## src/rtl/cmd_ctrl_pkg.sv

```systemverilog
// Shared types, opcodes and default widths for the command controller.
// Purely declarative; no timing or backpressure of its own.
package cmd_ctrl_pkg;

   localparam int DEF_DATA_W      = 8;
   localparam int DEF_ADDR_W      = 4;
   localparam int DEF_FUN_W       = 4;
   localparam int DEF_RES_BYTES   = 2;
   localparam int DEF_TIMEOUT_CYC = 1023;

   localparam logic [7:0] CMD_WR      = 8'hAA;
   localparam logic [7:0] CMD_RD      = 8'hBB;
   localparam logic [7:0] CMD_ALU_OP  = 8'hCC;
   localparam logic [7:0] CMD_ALU_NOP = 8'hDD;
   localparam logic [7:0] CMD_BRD     = 8'hEE;

   typedef enum logic [3:0] {
      IDLE, WR_ADDR, WR_DATA, RD_ADDR, RD_WAIT,
      ALU_OPA, ALU_OPB, ALU_FUN, ALU_WAIT, TX,
      BRD_ADDR, BRD_CNT, BRD_LOOP
   } state_t;

   // States waiting on the next RX frame of a command; these are the timed ones.
   function automatic logic frame_state(input state_t s);
      return s inside {WR_ADDR, WR_DATA, RD_ADDR, ALU_OPA, ALU_OPB, ALU_FUN, BRD_ADDR, BRD_CNT};
   endfunction

   // States where an RX frame is unexpected and is dropped with an error.
   function automatic logic wait_state(input state_t s);
      return s inside {RD_WAIT, ALU_WAIT, TX, BRD_LOOP};
   endfunction

   function automatic state_t cmd_next(input logic [7:0] cmd, input logic brd_en);
      case (cmd)
         CMD_WR:      return WR_ADDR;
         CMD_RD:      return RD_ADDR;
         CMD_ALU_OP:  return ALU_OPA;
         CMD_ALU_NOP: return ALU_FUN;
         CMD_BRD:     return brd_en ? BRD_ADDR : IDLE;
         default:     return IDLE;
      endcase
   endfunction

endpackage

```

## src/rtl/cmd_tx_serializer.sv

```systemverilog
// Holds a multi-frame result and pushes it LSB frame first into the TX FIFO.
// Latency: first push in the cycle after start; one frame per cycle while not stalled.
// Backpressure: ff_full holds the byte index and data, and suppresses the push.
module cmd_tx_serializer #(
   parameter int DATA_W    = 8,
   parameter int RES_BYTES = 2,
   parameter int IDX_W     = 2
) (
   input  logic                        i_clk,
   input  logic                        i_arst,
   input  logic                        start,
   input  logic [IDX_W-1:0]            nbytes,
   input  logic [RES_BYTES*DATA_W-1:0] din,
   input  logic                        ff_full,
   output logic [DATA_W-1:0]           tx_data,
   output logic                        tx_valid,
   output logic                        done
);

   logic [RES_BYTES*DATA_W-1:0] res;
   logic [IDX_W-1:0]            idx;
   logic [IDX_W-1:0]            last;
   logic                        active;

   always_ff @(posedge i_clk or posedge i_arst) begin
      if (i_arst) begin
         res    <= '0;
         idx    <= '0;
         last   <= '0;
         active <= 1'b0;
      end else if (start) begin
         res    <= din;
         idx    <= '0;
         last   <= nbytes - 1'b1;
         active <= 1'b1;
      end else if (active && !ff_full) begin
         if (idx == last) active <= 1'b0;
         else             idx    <= idx + 1'b1;
      end
   end

   // The push is gated by the live full flag so a full FIFO never sees a write.
   assign tx_valid = active && !ff_full;
   assign done     = tx_valid && (idx == last);

   always_comb begin
      tx_data = '0;
      for (int k = 0; k < RES_BYTES; k++)
         if (int'(idx) == k) tx_data = res[k*DATA_W +: DATA_W];
   end

endmodule

```

## src/rtl/cmd_ctrl_gen2.sv

```systemverilog
// Decodes UART RX command frames into RF writes/reads, ALU ops and TX pushes; burst read via CMD_CTRL_BURST_RD_EN.
// Latency: RF/ALU strobes one cycle after the last frame; TX push one cycle after read/ALU data valid.
// Backpressure: TX FIFO full stalls the serializer; RX frames arriving in wait states are dropped with o_err.
module cmd_ctrl_gen2
   import cmd_ctrl_pkg::*;
#(
   parameter int DATA_W      = DEF_DATA_W,
   parameter int ADDR_W      = DEF_ADDR_W,
   parameter int FUN_W       = DEF_FUN_W,
   parameter int RES_BYTES   = DEF_RES_BYTES,
   parameter int OPA_ADDR    = 0,
   parameter int OPB_ADDR    = 1,
   parameter int TIMEOUT_CYC = DEF_TIMEOUT_CYC
) (
   input  logic                        i_clk,
   input  logic                        i_arst,
   input  logic                        i_rx_d_valid,
   input  logic [DATA_W-1:0]           i_p_data,
   input  logic                        i_rd_valid,
   input  logic [DATA_W-1:0]           i_rd_data,
   input  logic                        i_out_valid,
   input  logic [RES_BYTES*DATA_W-1:0] i_alu_out,
   input  logic                        i_ff_full,
   output logic [ADDR_W-1:0]           o_address,
   output logic [DATA_W-1:0]           o_wr_data,
   output logic                        o_wr_en,
   output logic                        o_rd_en,
   output logic [FUN_W-1:0]            o_alu_fun,
   output logic                        o_alu_en,
   output logic                        o_clk_en,
   output logic [DATA_W-1:0]           o_tx_p_data,
   output logic                        o_tx_p_valid,
   output logic                        o_clk_div_en,
   output logic                        o_busy,
   output logic                        o_err
);

   localparam int RES_W = RES_BYTES * DATA_W;
   localparam int IDX_W = $clog2(RES_BYTES) + 1;
   localparam int TO_W  = (TIMEOUT_CYC > 1) ? $clog2(TIMEOUT_CYC + 1) : 1;
`ifdef CMD_CTRL_BURST_RD_EN
   localparam logic BRD_EN = 1'b1;
`else
   localparam logic BRD_EN = 1'b0;
`endif

   state_t            state;
   logic [ADDR_W-1:0] wr_addr;
   logic [TO_W-1:0]   gap_cnt;
   logic              timeout;
   logic              ser_start;
   logic [IDX_W-1:0]  ser_nbytes;
   logic [RES_W-1:0]  ser_din;
   logic              ser_done;
`ifdef CMD_CTRL_BURST_RD_EN
   logic [ADDR_W-1:0] brd_addr;
   logic [DATA_W-1:0] brd_left;
   logic              brd_push;
`endif

   assign timeout = (TIMEOUT_CYC != 0) && frame_state(state) && !i_rx_d_valid &&
                    (gap_cnt == TO_W'(TIMEOUT_CYC - 1));

   always_comb begin
      ser_start  = 1'b0;
      ser_nbytes = IDX_W'(1);
      ser_din    = RES_W'(i_rd_data);
      if (state == RD_WAIT && i_rd_valid) ser_start = 1'b1;
      if (state == ALU_WAIT && i_out_valid) begin
         ser_start  = 1'b1;
         ser_nbytes = IDX_W'(RES_BYTES);
         ser_din    = i_alu_out;
      end
`ifdef CMD_CTRL_BURST_RD_EN
      if (state == BRD_LOOP && !brd_push && i_rd_valid) ser_start = 1'b1;
`endif
   end

   always_ff @(posedge i_clk or posedge i_arst) begin
      if (i_arst) begin
         state     <= IDLE;
         wr_addr   <= '0;
         gap_cnt   <= '0;
         o_address <= '0;
         o_wr_data <= '0;
         o_wr_en   <= 1'b0;
         o_rd_en   <= 1'b0;
         o_alu_fun <= '0;
         o_alu_en  <= 1'b0;
         o_err     <= 1'b0;
`ifdef CMD_CTRL_BURST_RD_EN
         brd_addr  <= '0;
         brd_left  <= '0;
         brd_push  <= 1'b0;
`endif
      end else begin
         o_wr_en  <= 1'b0;
         o_rd_en  <= 1'b0;
         o_alu_en <= 1'b0;
         o_err    <= i_rx_d_valid && wait_state(state);

         if (i_rx_d_valid)            gap_cnt <= '0;
         else if (frame_state(state)) gap_cnt <= gap_cnt + 1'b1;

         if (timeout) begin
            o_err <= 1'b1;
            state <= IDLE;
         end else begin
            case (state)
               IDLE:     if (i_rx_d_valid) state <= cmd_next(i_p_data[7:0], BRD_EN);
               WR_ADDR:  if (i_rx_d_valid) begin
                  wr_addr <= i_p_data[ADDR_W-1:0];
                  state   <= WR_DATA;
               end
               WR_DATA:  if (i_rx_d_valid) begin
                  o_address <= wr_addr;
                  o_wr_data <= i_p_data;
                  o_wr_en   <= 1'b1;
                  state     <= IDLE;
               end
               RD_ADDR:  if (i_rx_d_valid) begin
                  o_address <= i_p_data[ADDR_W-1:0];
                  o_rd_en   <= 1'b1;
                  state     <= RD_WAIT;
               end
               RD_WAIT:  if (ser_start) state <= TX;
               ALU_OPA:  if (i_rx_d_valid) begin
                  o_address <= ADDR_W'(OPA_ADDR);
                  o_wr_data <= i_p_data;
                  o_wr_en   <= 1'b1;
                  state     <= ALU_OPB;
               end
               ALU_OPB:  if (i_rx_d_valid) begin
                  o_address <= ADDR_W'(OPB_ADDR);
                  o_wr_data <= i_p_data;
                  o_wr_en   <= 1'b1;
                  state     <= ALU_FUN;
               end
               ALU_FUN:  if (i_rx_d_valid) begin
                  o_alu_fun <= i_p_data[FUN_W-1:0];
                  o_alu_en  <= 1'b1;
                  state     <= ALU_WAIT;
               end
               ALU_WAIT: if (ser_start) state <= TX;
               TX:       if (ser_done) state <= IDLE;
`ifdef CMD_CTRL_BURST_RD_EN
               BRD_ADDR: if (i_rx_d_valid) begin
                  brd_addr <= i_p_data[ADDR_W-1:0];
                  state    <= BRD_CNT;
               end
               BRD_CNT:  if (i_rx_d_valid) begin
                  brd_left  <= (i_p_data == '0) ? DATA_W'(1) : i_p_data;
                  o_address <= brd_addr;
                  o_rd_en   <= 1'b1;
                  brd_push  <= 1'b0;
                  state     <= BRD_LOOP;
               end
               // Each read completes its push before the next address is issued.
               BRD_LOOP: if (ser_start) begin
                  brd_push <= 1'b1;
               end else if (brd_push && ser_done) begin
                  if (brd_left == DATA_W'(1)) begin
                     state <= IDLE;
                  end else begin
                     brd_left  <= brd_left - 1'b1;
                     brd_addr  <= brd_addr + 1'b1;
                     o_address <= brd_addr + 1'b1;
                     o_rd_en   <= 1'b1;
                     brd_push  <= 1'b0;
                  end
               end
`endif
               default:  state <= IDLE;
            endcase
         end
      end
   end

   assign o_busy       = (state != IDLE);
   assign o_clk_en     = state inside {ALU_OPA, ALU_OPB, ALU_FUN, ALU_WAIT};
   assign o_clk_div_en = 1'b1;

   cmd_tx_serializer #(
      .DATA_W    (DATA_W),
      .RES_BYTES (RES_BYTES),
      .IDX_W     (IDX_W)
   ) u_ser (
      .i_clk    (i_clk),
      .i_arst   (i_arst),
      .start    (ser_start),
      .nbytes   (ser_nbytes),
      .din      (ser_din),
      .ff_full  (i_ff_full),
      .tx_data  (o_tx_p_data),
      .tx_valid (o_tx_p_valid),
      .done     (ser_done)
   );

endmodule

```

## config.mk

```make
export PLATFORM = sky130hd
export DESIGN_NAME = cmd_ctrl_gen2
export DESIGN_NICKNAME = d
export VERILOG_FILES = /design/src/rtl/cmd_ctrl_pkg.sv /design/src/rtl/cmd_tx_serializer.sv /design/src/rtl/cmd_ctrl_gen2.sv
export SDC_FILE = /design/constraint.sdc
export NUM_CORES = 1
export LEC_CHECK = 0
export BUFFER_PORTS_ARGS = -buffer_cell sky130_fd_sc_hd__buf_2
export CORE_ASPECT_RATIO = 0.8
export CORE_MARGIN = 2
export CORE_UTILIZATION = 48
export DETAILED_ROUTE_END_ITERATION = 7
export GPL_ROUTABILITY_DRIVEN = 0
export PLACE_DENSITY = 0.78
export SLEW_MARGIN = 30
export SYNTH_ARGS = -nofsm -noshare
export SYNTH_HDL_FRONTEND = slang
export SYNTH_SLANG_ARGS = --single-unit
```

## constraint.sdc

```tcl
create_clock -name i_clk -period 1.7 [get_ports i_clk]
set_input_delay 0.17 -clock i_clk [delete_from_list [all_inputs] [get_ports i_clk]]
set_output_delay 0.17 -clock i_clk [all_outputs]
set_load 0.02 [all_outputs]
```

After elaboration in Yosys (flattened, before gate mapping)
Index checks and enable logic that the tools add are counted.
{ "word_totals": {"reg_bits": 59, "wordCells": 117, "out_inout_bits": 32, "inputBits": 38} }
{ "classes": {"bitwise_logic": 1, "add_sub_neg": 3, "eq_ne": 33, "n_mux": 38, "reduce_logical": 28} }
{ "op_table": {"columns": ["op", "n"], "rows": [
  ["$mux W4", 13],
  ["$pmux W4 S9", 1],
  ["$eq A8 B8 Y1 const B", 4],
  ["$ne A3 B3 Y1 const B", 8],
  ["$eq A4 B4 Y1 const B", 5],
  ["$mux W10", 2],
  ["$eq A4 B3 Y1 const B", 4],
  ["$mux W16", 1],
  ["$mux W8", 2],
  ["$pmux W4 S4", 1],
  ["$reduce_bool A4 Y1", 4],
  ["$mux W1", 13],
  ["$pmux W3 S4", 1],
  ["$add A10 B1 Y10 const B", 1],
  ["$eq A10 B10 Y1 const B", 1],
  ["$ne A2 B2 Y1 const B", 5],
  ["$reduce_and A3 Y1", 3],
  ["$reduce_and A9 Y1", 1],
  ["$eq A4 B2 Y1 const B", 2],
  ["$mux W2", 4],
  ["$reduce_bool A8 Y1", 1],
  ["$logic_and A1 B1 Y1", 7],
  ["$reduce_and A6 Y1", 1],
  ["$reduce_bool A2 Y1", 3],
  ["13 further kinds", 15]
]} }

Longest topological paths before layout
{ "depth": {"ltp_word": 7, "depth_mapped": 7, "depth_no_buf": 6} }

Cells and area by module
A second synthesis with hierarchy kept.
{ "hier_totals": {"hier_cells": 300, "area_unflattened_um2": 3128.0} }
{ "modules_own_cells": {"columns": ["mod", "instances", "area_per_inst_um2", "cells_per_inst", "seq_area_each_um2"], "rows": [
  ["cmd_ctrl_gen2", 1, 2123.3, 206, 950.9],
  ["cmd_tx_serializer", 1, 1004.7, 94, 525.5]
]} }

Worst setup path after synthesis
OpenSTA, ideal clock, no wires.
{ "synth_timing": {"path_type": "register to register", "start": "reg u_ser.idx[0]", "end": "reg state[0]", "stages_incl_launch_ff": 6, "required_time_ns": 1.579, "t_arrival_ns": 1.609, "path_slack_ns": -0.030, "setup_ns": 0.121, "n_path_buf": 0, "synth_period_minus_slack_ns": 1.730, "cell_sequence": "dfrtp_1 > xor2_1 > or3_1 > a32o_1 > or2_1 > a22o_1"} }
{ "synth_via": {"elab_chain_len": 4} }
{ "synth_rtl": {"columns": ["element", "line", "source"], "rows": [
  ["start, declared", "cmd_tx_serializer.sv:21", "logic [IDX_W-1:0] idx;"],
  ["start signal, assigned", "cmd_tx_serializer.sv:38", "else idx <= idx + 1'b1;"],
  ["$eq A2 B2 Y1", "cmd_tx_serializer.sv:44", "assign done = tx_valid && (idx == last);"],
  ["$logic_and A1 B1 Y1", "cmd_tx_serializer.sv:44", null],
  ["$ne A3 B3 Y1 (no line)", null, null],
  ["$reduce_and A9 Y1 (no line)", null, null],
  ["end signal, assigned", "cmd_ctrl_gen2.sv:110", "IDLE: if (i_rx_d_valid) state <= cmd_next(i_p_data[7:0], BRD_EN);"],
  ["end, declared", "cmd_ctrl_gen2.sv:47", "state_t state;"]
]} }
Every way passes these cells.
A chain may end at the register's enable or synchronous reset.

Final worst setup path
Ends and elaborated chain as after synthesis.

==> impl_results.md <==
* TritonCTS Sinks at 58
* CTS tree: yes
* Synth Flop Type: dfrtp_1
* Final TNS setup at -25.2 ps
* Ant. Diodes at 0
* Final Worst Setup Slack at -25.2 ps
* Failing checks: setup timing
* P&R area growth vs syn at 29.6%
* Vias in the first global route at 2443
* Final ANT Viol Nets at 0
* Maximum clock insertion buffer count at 2
* Initial antenna violation count at 0
* Clock Skew at around 5.3 ps
* Min cycle time layout at 1730 ps
* Worst flop-to-flop path startpoint: u_ser.idx[0]
* DIE HEIGHT at 73.9 um
* Leakage at around 1.9 nW
* Die area at roughly 6700 um^2
* # IOs at 70
* CP Buf/Inv Count at 0
* Final slew viol count at 0
* TritonCTS Buffers at 9
* FF+latch count, synth at 58
* Yosys warning count at 0
* Hold path cells at 3
* Crit Path Class: reg2reg
* Pre-antenna DRT Iters at 4
* HP Start: i_alu_out[0]
* Synth unique cells at 48
* Max Freq at between 0.5 and 0.6 GHz
* Max FO, Critical Path at 4
* Root buf cell: clkbuf_8
* # H-tree levels at 3
* Post-synthesis sequential area ratio at 0.496
* CP top delay family: simple AND/OR/NAND/NOR gates
* Slew HR at 0.652
* Most common cell after layout, fill and taps aside: buf_2
* Most frequent cells in the layout: buf_2, dfrtp_1, nand2_1
* Largest net degree at the start of global routing at 26
* Final cell utilization of the core at 0.642
* Tcrit/Tclk final at 1.01
* Vias at ~2.5k
* Total core area at about 5900 um^2
* Std cell rows at 25
* Initial DRC count at about 220
* Crit-path cells: xor2_1, or3_1, a32o_2, or2_1, a22o_1
* Slowest stage cell, crit path: dfrtp_1
* RSZ-0062 raised after global routing: yes
* Post-DP HPWL at between 4000 and 5000 um
* Clock Latency Late Sink at 330 ps
* Type of origin of the critical path: register
* Initial core utilization at 0.495
* Slew @ Worst Pin at about 520 ps
* Critical path arrival at roughly 2000 ps
* Remaining DRCs at 0
* Share of post-route cells with drive strength above 1 at 0.385
* Post-synth EDFFs at 0
* Hold Path Sink: u_ser.res[0]
* Pwr Density at around 1800 nW/um^2
* Internal reg-to-reg setup slack at -30 ps
* Worst Reg-to-Reg Cells at 5
* Vias per inst at about 5.4
* Hold/Removal Path Class: in2reg
* Status: complete, but fails checks
* # port buffers at just under 70
* GRT overflow at 0
* Slowest stage delay, CP at around 390 ps
* Max-Cap Viols at 0
* Layout net count at about 430
* Worst reg2reg path endpoint: state[0]
* Post-synthesis cell area at 2930 um^2
* Crit end category: register
* Setup violations, final at 1
* Post-synthesis async set-or-reset flop share at 1.00
* Die X-Extent at 91.3 um
* Fin. Hold Viols at 0
* Total GRT Usage at 0.216
* CTS clk-pin slew, worst paths at 60 ps
* Routed length per instance at ~15 um
* Synthesized net count at 329
* Worst IR drop on VDD at between 900 and 1000 uV
* Required time worst endpoint at between 1500 and 2000 ps
* Routed WL at 6900 um
* Post-Synthesis Cells at approximately 290
* First-pass GRT wire length at approximately 11000 um
* Mean Syn Cell Area at 10.2 um^2
-- cells in the mapped netlist (3+ instances only) --
cell | instances | area (um^2)
inv_1 | 8 | 30.0
buf_2 | 6 | 30.0
and3_1 | 3 | 18.8
a22o_1 | 9 | 78.8
and2_1 | 4 | 25.0
nand2_1 | 37 | 139
xnor2_1 | 4 | 35.0
clkbuf_1 | 7 | 26.3
mux2i_1 | 10 | 100
nand4_1 | 6 | 37.5
nor2_1 | 18 | 67.6
dfrtp_1 | 58 | 1450
o211ai_1 | 3 | 22.5
ha_1 | 4 | 50.1
a22oi_1 | 4 | 30.0
xor2_1 | 9 | 78.8
a21oi_1 | 6 | 30.0
nand3_1 | 8 | 40.0
mux2_2 | 16 | 180
o21ai_0 | 28 | 140
nor2b_1 | 3 | 18.8
-- stage by stage --
step | hold slack [ps] | worst slack [ps] | cells | total power, W | cell area (um^2)
after floorplan | 287 | 32.2 | 287 | 0.00435 | 2930
after global placement | 233 | 17.8 | 446 | 0.00535 | 3490
after detailed placement | 236 | -16.1 | 446 | 0.00547 | 3490
after CTS | 24.5 | -5.72 | 465 | 0.00676 | 3730
after global routing | 45.8 | -73.9 | 468 | 0.00743 | 3790
final | 38.1 | -25.2 | 468 | 0.00694 | 3790
-- worst min-delay path: stages --
cell and delay [ps]:
buf_2 70, nand2_1 30, o21ai_0 50
-- worst max-delay path by stage --
| stage | to | slack (ps) | from | cells after the start |
|---|---|---|---|---|
| finish | state[0] | -30 | u_ser.idx[0] | 5 |
| global route | state[0] | -70 | u_ser.last[0] | 5 |
| CTS | state[0] | -6 | u_ser.idx[0] | 5 |
| detailed placement | state[0] | -20 | u_ser.last[0] | 5 |
| global placement | state[0] | 20 | u_ser.idx[0] | 5 |
| floorplan | state[0] | 30 | u_ser.idx[0] | 5 |
-- layer usage --
metal / vias to the layer above / part of all wire / track usage
li1: 1207 / - / -
met1: 1200 / 0.44 / 0.272
met2: 83 / 0.47 / 0.345
met3: 15 / 0.064 / 0.0800
met4: 0 / 0.022 / 0.0808
met5: - / 0 / 0
-- flip-flops by register name (all words and copies together), names as in the netlist --
| register | count |
|---|---|
| u_ser.idx | 2 |
| o_wr_en | 1 |
| o_alu_fun | 4 |
| gap_cnt | 10 |
| o_err | 1 |
| o_address | 4 |
| u_ser.active | 1 |
| wr_addr | 4 |
| o_alu_en | 1 |
| state | 4 |
| u_ser.last | 1 |
| o_rd_en | 1 |
| u_ser.res | 16 |
| o_wr_data | 8 |
-- report_power, final --
part           leakage (nW)  switching, W  total [W]  internal (W)
clock network        0.0766      0.000481    0.00104      0.000554
logic                  1.07       0.00196    0.00365       0.00169
registers             0.746      0.000350    0.00225       0.00190
total                  1.90       0.00279    0.00694       0.00415
-- logic make-up (layout without fill, tap and decap cells) --
logic type,Yosys count,count (layout),synth area share
AO/OA/AOI/OAI,67,67,0.151
buffers and inverters,24,124,0.0415
multiplexers,26,26,0.0957
adder cells (fa/ha/maj),4,4,0.0171
other,1,1,0.00128
flip-flops,58,58,0.496
XOR/XNOR,13,13,0.0389
AND/OR/NAND/NOR,94,94,0.159
-- what timing repair did --
item / 4_1_cts / 5_1_grt
setup buffers: 4 / 4
hold buffers: 1 / 0
endpoints found under the hold margin: 23 / 0
endpoints found under the setup margin: 10 / 18
gates resized for setup: 15 / 22
pin swaps: 0 / 1
-- layout make-up --
cell class	count	area [um^2]
Clock buffer	14	153
Fill cell	481	2120
Inverter	8	32.5
Multi-Input combinational cell	205	1410
Sequential cell	58	1450
Tap cell	81	101
Timing Repair Buffer	102	646
(Power assumes the default switching activity.)
